### config.mk
export PLATFORM = sky130hd
export DESIGN_NAME = pulse_monitor
export DESIGN_NICKNAME = d
export VERILOG_FILES = /design/src/rtl/pulse_monitor.sv
export SDC_FILE = /design/constraint.sdc
export NUM_CORES = 1
export LEC_CHECK = 0
export BUFFER_PORTS_ARGS = -buffer_cell sky130_fd_sc_hd__buf_2
export CAP_MARGIN = 20
export CORE_MARGIN = 2
export CORE_UTILIZATION = 51
export DETAILED_ROUTE_END_ITERATION = 16
export GPL_TIMING_DRIVEN = 0
export PLACE_DENSITY_LB_ADDON = 0.15
export SETUP_SLACK_MARGIN = 0.2
export SLEW_MARGIN = 20
export SYNTH_ARGS = -nofsm -noshare
export SYNTH_HDL_FRONTEND = slang
export SYNTH_SLANG_ARGS = --single-unit
export TNS_END_PERCENT = 1
### constraint.sdc
create_clock -name clock -period 2.2 [get_ports clock]
set_input_delay 0 -clock clock [delete_from_list [all_inputs] [get_ports clock]]
set_output_delay 0 -clock clock [all_outputs]
set_load 0.05 [all_outputs]
### src/rtl/pulse_monitor.sv
// Pulse length monitor: synchronizes an async pulse, measures its high
// time, counts valid pulses and flags glitches and saturation.
module pulse_monitor #(
  parameter int WIDTH   = 8,
  parameter int MIN_LEN = 2
) (
  input  logic             clock,
  input  logic             reset,
  input  logic             signal,
  input  logic             enable,
  output logic             done,
  output logic             glitch,
  output logic [WIDTH-1:0] last_len,
  output logic [WIDTH-1:0] count,
  output logic             sat
);

  localparam logic [0:0] IDLE    = 1'b0;
  localparam logic [0:0] MEASURE = 1'b1;

  localparam logic [WIDTH-1:0] MAX   = '1;
  localparam logic [WIDTH-1:0] MIN_L = WIDTH'(MIN_LEN);
  localparam logic [WIDTH-1:0] ONE   = WIDTH'(1);

  logic             meta;
  logic             sync;
  logic             prev;
  logic [0:0]       state;
  logic [WIDTH-1:0] len;
  logic             rise;

  assign rise = sync & ~prev;

  always_ff @(posedge clock) begin
    if (reset) begin
      meta     <= 1'b0;
      sync     <= 1'b0;
      prev     <= 1'b0;
      state    <= IDLE;
      len      <= '0;
      last_len <= '0;
      count    <= '0;
      sat      <= 1'b0;
      done     <= 1'b0;
      glitch   <= 1'b0;
    end else begin
      meta   <= signal;
      sync   <= meta;
      prev   <= sync;
      done   <= 1'b0;
      glitch <= 1'b0;
      unique case (state)
        IDLE: begin
          if (rise && enable) begin
            state <= MEASURE;
            len   <= ONE;
          end
        end
        MEASURE: begin
          // abort wins over a same-cycle fall; re-arm only on a fresh rise
          if (!enable) begin
            state <= IDLE;
          end else if (!sync) begin
            state    <= IDLE;
            done     <= 1'b1;
            last_len <= len;
            if (len >= MIN_L) begin
              if (count != MAX) count <= count + ONE;
              if (count >= MAX - ONE) sat <= 1'b1;
            end else begin
              glitch <= 1'b1;
            end
          end else begin
            if (len != MAX) len <= len + ONE;
            if (len >= MAX - ONE) sat <= 1'b1;
          end
        end
        default: state <= IDLE;
      endcase
    end
  end

endmodule

* Word-level counts from Yosys, hierarchy flattened
Cells that the tools add are included.
** Cells by class
- Magnitude comparators :: 3
- Eq/ne operators :: 7
- Reductions and logical operators :: 9
- Bitwise logic cells :: 5
- Multiplexer cells :: 15
- $add $sub $neg :: 2
** Operators by type and width (count)
- $mux W8 :: 4
- $add A8 B1 Y8 const B :: 2
- $ge A8 B8 Y1 const B :: 2
- $ne A8 B8 Y1 const B :: 2
- $pmux W8 S2 :: 1
- $reduce_and A5 Y1 :: 2
- $mux W1 :: 9
- $ge A8 B2 Y1 const B :: 1
- $ne A2 B2 Y1 const B :: 3
- $ne A2 B1 Y1 const B :: 2
- $not A1 Y1 :: 4
- $reduce_and A4 Y1 :: 1
- $reduce_bool A2 Y1 :: 2
- $reduce_or A4 Y1 :: 1
- $reduce_and A3 Y1 :: 1
- $reduce_or A3 Y1 :: 1
- $pmux W1 S2 :: 1
- $and A1 B1 Y1 :: 1
- $logic_and A1 B1 Y1 :: 1
** Word-level totals
- Bits in registers :: 31
- Output and inout port bits :: 19
- Logic and storage cells :: 51
- Input bits :: 4

* Longest topological paths before layout
Gate-level depths: netlist (run 1).
- Depth after elaboration :: 5
- Gate-level depth with buffers :: 7
- Mapped depth without buffers :: 6

* Worst setup path before layout (run 1)
Ideal clock, no wire load.
- Kind :: reg-to-reg
- Start :: register count[2]
- End :: register count[7]
- Arrival :: 1770 ps
- Stages on the path, launching flop included :: 5
- Period minus slack after synthesis :: 1839 ps
- Path buffers :: 0
- Data required time :: 2130 ps
- Library setup time :: 70 ps
- Setup slack :: 361 ps
- Cell sequence :: dfxtp_1 -> nand4_4 -> or2_0 -> or4_1 -> a21oi_1
** Between the ends
- Cells in the longest elaborated chain, start to end :: 2
- Elaborated cells on any way between the ends :: 3
- Those cells by class :: add/sub: 1; eq/ne: 1; reduce/logical: 1
** Ends and longest elaborated chain
- start: declaration :: RTL line 14 : output logic [WIDTH-1:0] count,
- start signal: assignment :: RTL line 68 : if (count != MAX) count <= count + ONE;
- parallel branches: the longest is 2 deep, another holds $add A8 B1 Y8
Parallel ways; which one is timed is not known.
A chain may end at the register's enable or synchronous reset.

* Worst setup path after layout (run 1)
- Start :: register len[0]
- End :: register count[1]
** Between the ends
- Cells in the longest elaborated chain, start to end :: 2
** Ends and longest elaborated chain
- start: declaration :: RTL line 29 : logic [WIDTH-1:0] len;
- start signal: assignment :: RTL line 74 : if (len != MAX) len <= len + ONE;
- $ge A8 B2 Y1 :: RTL line 67 : if (len >= MIN_L) begin
- $reduce_and A5 Y1 (no line)
Every way passes these cells.

==> impl_metrics.py, run 1 <==
metrics = {
    "outcome": {
        "status": "finished, final reports clean",
    },
    "drt": {
        "drcViolationCount": 0,
        "met3_wirelength_um": 144,
        "wl_met2_um": 1340,
        "routed_wl_um": 3060,
        "vias": 1287,
        "met1Wirelength_um": 1480,
        "firstDrtPassIters": 4,
        "via_per_inst": 5.75,
        "dr.max_layer_used": "met4",
        "drtIter0Drc": 37,
        "routedWlPerCell_um": 13.7,
        "ant_nets": 0,
    },
    "critical_path": {
        "path_delay_family": "compound AO/OA/AOI/OAI gates",
        "cp_slowest_cell": "dfxtp_1",
        "crit_buf_inv": 2,
        "start_kind": "flip-flop",
        "cp.arrival_ps": 2070,
        "path_cells": "inv_1 -> ha_1 -> nor4_2 -> a21o_1 -> buf_4 -> nor2_1 -> o221a_2",
        "cp.required_ps": 2450,
        "critPathMaxFanout": 10,
        "critical_path_class": "flip-flop to flip-flop",
        "slowest_delay_ps": 430,
        "crit_path_end_kind": "flip-flop",
    },
    "clock_tree": {
        "htree_num_levels": 2,
        "clk_latency_ps": 340,
        "cts.path.max_buffers": 2,
        "cts_buffers": 5,
        "cts.sinks": 31,
        "cts_tree": "yes",
        "postCtsResizedCells": 0,
        "cts_root_buf": "clkbuf_4",
        "clkTransAtPathRegs_ps": 100,
    },
    "logic_synthesis": {
        "netlist_area_um2": 1450,
        "postSynthRegisterBits": 31,
        "synth_top_area_frac": 0.427,
        "ys_warn_count": 0,
        "syn_area_per_cell_um2": 9.14,
        "synth_top_family_by_area": "simple AND/OR/NAND/NOR gates",
        "syn_nets": 167,
        "syn-instance-count": 159,
        "synth_area_leader_cell": "dfxtp_1",
        "synth_compound_area_frac": 0.167,
        "synthSimpleGateAreaFrac": 0.261,
        "synth_area_leaders": "dfxtp_1, nor2_1, mux2i_1, a21oi_1, ha_1",
        "synth_xor_area_frac": 0.00603,
        "synth_mux_area_frac": 0.0482,
        "yosys.cell_types.count": 43,
        "synthAdderAreaFrac": 0.0345,
        "seq_area_frac_synth": 0.427,
    },
    "hold_path": {
        "hold_path.class": "primary input to flip-flop",
    },
    "global_routing": {
        "grt_pass1_wl_um": 5110,
        "grt_pass1_vias": 1131,
        "grt_remaining_overflow": 0,
        "antenna_found_initial": 0,
        "grt_max_degree": 11,
        "grt_usage": 0.203,
    },
    "die": {
        "ios": 23,
        "dieArea_um2": 3290,
        "start_util": 0.531,
        "rows": 19,
        "dieHeight_um": 57.4,
        "core_area_um2": 2730,
        "die_x_um": 57.4,
    },
    "final_layout": {
        "utilization": 0.627,
        "diodes": 0,
        "fin_nets": 200,
        "fin_cells": 224,
        "stdcell_area_um2": 1710,
        "syn_to_final_growth_pct": 18.0,
        "drive_gt1_frac": 0.228,
    },
    "run": {
        "cap_violations": 0,
    },
    "sta": {
        "fmax_ghz": 0.549,
        "tns_ps": 0,
        "max-slew-margin-rel": 0.664,
        "worstMarginPinSlew_ps": 504,
        "fin_ws_ps": 379,
        "rsz0062_at_grt": "false",
        "hold_slack_ps": 97.1,
        "period_needed_ps": 1820,
        "fin_crit_sh": 0.828,
        "setup_viol": 0,
        "finClkSkew_ps": 12.0,
        "hold_violations": 0,
        "final_max_slew_viol_count": 0,
    },
    "placement": {
        "dp.cells": 211,
        "place_ws_ps": 319,
        "post_dp_cell_area_um2": 1600,
        "gp_congestion": 0.859,
        "io_buffers": 21,
        "dpl.hpwl_um": 2180,
    },
    "power": {
        "power_leakage_nw": 0.770,
        "power_density_nw_per_um2": 577,
        "total_power_uw": 988,
        "irDropWorstVdd_uv": 473,
    },
}
[worst register-to-register path, stage by stage (launching register included)]
cell and delay [ps]:
dfxtp_1 430, inv_1 110, ha_1 220, nor4_2 260, a21o_1 210, buf_4 170, nor2_1 60, o221a_2 270
[logic make-up after synthesis]
logic type,Yosys count
muxes,7
buffers and inverters,15
and+or+nand+nor,64
xor gates and xnor gates,1
DFF,31
AOI/OAI and AO/OA,37
adders and majority gates,4
[report_power, final]
group	switching [mW]	internal, mW
registers	0.00247	0.564
logic	0.0187	0.0135
clock network	0.203	0.187
total	0.224	0.764
[cell usage in the layout (no fill, tap or decap), drive strengths merged, types with 2 or more instances in the layout]
cell type and count:
dfxtp 31, o21ai 7, nor4 2, or3 4
a31oi 3, o211ai 2, o41ai 2, nand2 6
clkbuf 9, a21oi 11, inv 7, and2 2
nand4 3, mux2i 7, a21o 2, and3 5
a211oi 3, dlygate4sd3 3, nand3 3, nor2 23
or4 2, and4 3, buf 29, nor2b 3
nor3 2, ha 4, or2 2
[area by class of cell]
| type | count | area (um2) |
|---|---|---|
| clock inverters | 1 | 7.51 |
| fillers | 235 | 1020 |
| flip-flops and latches | 31 | 621 |
| multi-input cells | 113 | 751 |
| clock buffers | 7 | 65.1 |
| well taps | 31 | 38.8 |
| plain buffers | 8 | 55.1 |
| repair buffers | 26 | 150 |
| inverters | 7 | 26.3 |
[state kept, by name, summed over array words and instances (netlist names)]
register	cells
last_len	8
prev	1
done	1
sync	1
sat	1
count	8
glitch	1
state	1
meta	1
len	8
[timing repair]
| action | CTS | global route |
|---|---|---|
| hold buffers | 3 | 0 |
| endpoints found under the hold margin | 12 | 0 |
| setup buffers | 0 | 2 |
| endpoints found under the setup margin | 0 | 1 |
[final timing paths]
kind / endpoint / slack (ps) / from / cells after the start
setup / recovery: count[1] / 380 / len[0] / 7
hold / removal: last_len[7] / 100 / enable / 4
setup reg to reg: count[1] / 380 / len[0] / 7
hold reg to reg: sync / 450 / meta / 1
[layer usage]
metal | vias to the layer above | GRT usage
met4 | 0 | 0.130
li1 | 650 | -
met1 | 588 | 0.274
met3 | 9 | 0.0408
met5 | - | 0
met2 | 40 | 0.295
[Yosys cell counts, drive strengths merged]
cell and count:
clkbuf 2, and4 3, nor2b 3, and3 5, dfxtp 31, o2111ai 1, o21ai 7, o211ai 2
xnor2 1, a21oi 11, nand2 6, or4 2, nand3b 1, o31ai 1, nand4 3, nand2b 1
mux2i 7, nor3b 1, o221a 1, or2 2, and4b 1, a311oi 1, nor4 2, ha 4
and2 2, inv 7, or3 4, o41ai 2, a31oi 3, nand3 3, nor3 2, o311ai 1
a21o 2, buf 6, a41o 1, a221oi 1, a211oi 3, nor2 23
(Power assumes the default switching activity.)
==> run 2: changes to the inputs <==
--- a/config.mk
+++ b/config.mk
@@ -8,7 +8,7 @@
 export BUFFER_PORTS_ARGS = -buffer_cell sky130_fd_sc_hd__buf_2
 export CAP_MARGIN = 20
 export CORE_MARGIN = 2
-export CORE_UTILIZATION = 51
+export CORE_UTILIZATION = 49
 export DETAILED_ROUTE_END_ITERATION = 16
 export GPL_TIMING_DRIVEN = 0
 export PLACE_DENSITY_LB_ADDON = 0.15
==> constraint.sdc (replaced) <==
create_clock -name clock -period 1.65 [get_ports clock]
set_input_delay 0 -clock clock [delete_from_list [all_inputs] [get_ports clock]]
set_output_delay 0 -clock clock [all_outputs]
set_load 0.05 [all_outputs]
==> impl_metrics.py, run 2 (same netlist as run 1, synthesis figures left out) <==
metrics = {
    "die": {
        "ios": 23,
        "start_util": 0.522,
        "core_area_um2": 2780,
        "dieArea_um2": 3420,
        "rows": 19,
        "dieHeight_um": 58.4,
        "die_x_um": 58.4,
    },
    "global_routing": {
        "grt_remaining_overflow": 0,
        "grt_max_degree": 11,
        "grt_usage": 0.222,
        "grt_pass1_wl_um": 5730,
        "antenna_found_initial": 0,
        "grt_pass1_vias": 1337,
    },
    "critical_path": {
        "path_cells": "inv_4 -> ha_4 -> nor4_4 -> a21o_4 -> buf_2 -> o41ai_2 -> a21oi_1",
        "cp.required_ps": 1860,
        "r2r_end": "count[7]",
        "slowest_delay_ps": 370,
        "cp.arrival_ps": 1780,
        "crit_buf_inv": 2,
        "path_delay_family": "compound AO/OA/AOI/OAI gates",
        "reg2reg_depth": 7,
        "regToRegSetupSlack_ps": 80,
        "start_kind": "flip-flop",
        "cp_slowest_cell": "dfxtp_4",
        "critical_path_class": "flip-flop to flip-flop",
        "timing.rr.start": "len[0]",
        "critPathMaxFanout": 6,
        "crit_path_end_kind": "flip-flop",
    },
    "final_layout": {
        "stdcell_area_um2": 1790,
        "syn_to_final_growth_pct": 23.4,
        "drive_gt1_frac": 0.333,
        "layout_commonest_cell": "buf_2",
        "fin_nets": 203,
        "mostFrequentLayoutCells": "buf_2, nor2_1, dfxtp_1, a21oi_1",
        "layout_top_registers": "count x8, last_len x8, len x8",
        "fin_cells": 226,
        "diodes": 0,
        "n_fill_cell": 258,
    },
    "power": {
        "power_leakage_nw": 0.794,
        "power_density_nw_per_um2": 667,
        "irDropWorstVdd_uv": 608,
    },
    "clock_tree": {
        "cts.sinks": 31,
        "cts_root_buf": "clkbuf_4",
        "clk_latency_ps": 320,
        "cts_tree": "yes",
        "htree_num_levels": 2,
        "clkTransAtPathRegs_ps": 100,
        "cts.path.max_buffers": 2,
        "cts_buffers": 5,
    },
    "sta": {
        "rsz0062_at_grt": "true",
        "max-slew-margin-rel": 0.690,
        "hold_slack_ps": 45.6,
        "period_needed_ps": 1570,
        "tns_ps": 0,
        "fin_ws_ps": 82.8,
        "setup_viol": 0,
        "finClkSkew_ps": 12.1,
        "final_max_slew_viol_count": 0,
        "hold_violations": 0,
        "fmax_ghz": 0.638,
        "worstMarginPinSlew_ps": 464,
        "fin_crit_sh": 0.950,
    },
    "run": {
        "cap_violations": 0,
    },
    "drt": {
        "drtIter0Drc": 46,
        "via_per_inst": 5.93,
        "firstDrtPassIters": 4,
        "vias": 1340,
        "ant_nets": 0,
        "drcViolationCount": 0,
        "routed_wl_um": 3350,
        "routedWlPerCell_um": 14.8,
    },
    "placement": {
        "io_buffers": 21,
        "gp_congestion": 0.763,
        "dpl.hpwl_um": 2320,
        "post_dp_cell_area_um2": 1640,
        "dp.cells": 211,
        "place_ws_ps": -118,
    },
    "hold_path": {
        "hold_depth": 3,
        "worstHoldStart": "enable",
        "min_to": "done",
        "hold_path.class": "primary input to flip-flop",
    },
    "outcome": {
        "status": "finished, final reports clean",
    },
}
[run 2: cell types whose count changed in the layout (fill, tap and decap cells not counted), moves of 2 or more]
cell | before | now
dfxtp_1 | 31 | 20
dfxtp_2 | 0 | 7
dfxtp_4 | 0 | 4
buf_6 | 2 | 4
clkbuf_8 | 2 | 0
[run 2: worst max-delay path by stage]
| stage | from | endpoint | cells past startpoint |
|---|---|---|---|
| after floorplan | len[0] | count[1] | 7 |
| after global placement | len[0] | count[1] | 7 |
| after detailed placement | len[0] | count[1] | 7 |
| after CTS | len[0] | count[6] | 6 |
| after global routing | state | count[7] | 6 |
| final | len[0] | count[7] | 7 |
[run 2: routing by layer]
metal / GRT usage / up-vias / share of wire
met4: 0.110 / 0 / 0.017
li1: - / 649 / -
met1: 0.244 / 639 / 0.41
met3: 0.0418 / 7 / 0.045
met2: 0.404 / 45 / 0.53
met5: 0 / - / 0
[run 2: power breakdown]
part           leakage, nW  internal (mW)  switching [mW]
Clock               0.0254          0.160           0.238
Combinational        0.512         0.0204          0.0280
Sequential           0.257          0.746         0.00306
Total                0.794          0.927           0.269
[run 2: per-stage QoR]
stage	total power, mW	util
global route	1.24	0.645
finish	1.20	0.645
global placement	0.808	0.588
detailed placement	0.810	0.588
floorplan	0.797	-
CTS	1.20	0.644
[run 2: area by class of cell]
type / count / area (um2) / area share
Multi-Input combinational cell: 113 / 805 / 0.449
Sequential cell: 31 / 644 / 0.359
Timing Repair Buffer: 29 / 171 / 0.0956
Buffer: 8 / 60.1 / 0.0335
Clock buffer: 7 / 45.0 / 0.0251
Tap cell: 31 / 38.8 / 0.0216
Inverter: 7 / 28.8 / 0.0161
[run 2: repair_timing]
action / 4_1_cts / 5_1_grt
gates resized for setup: 14 / 3
buffers inserted: 5 / 0
hold buffers: 2 / 0
pin swaps: 6 / 0
hold endpoints to repair: 6 / 0
endpoints found under the setup margin: 18 / 22
cloned: 1 / 0
[run 2: worst min-delay path: stages]
cell      delay (ps)
buf_2            130
nand3b_4         120
nor2_1            60
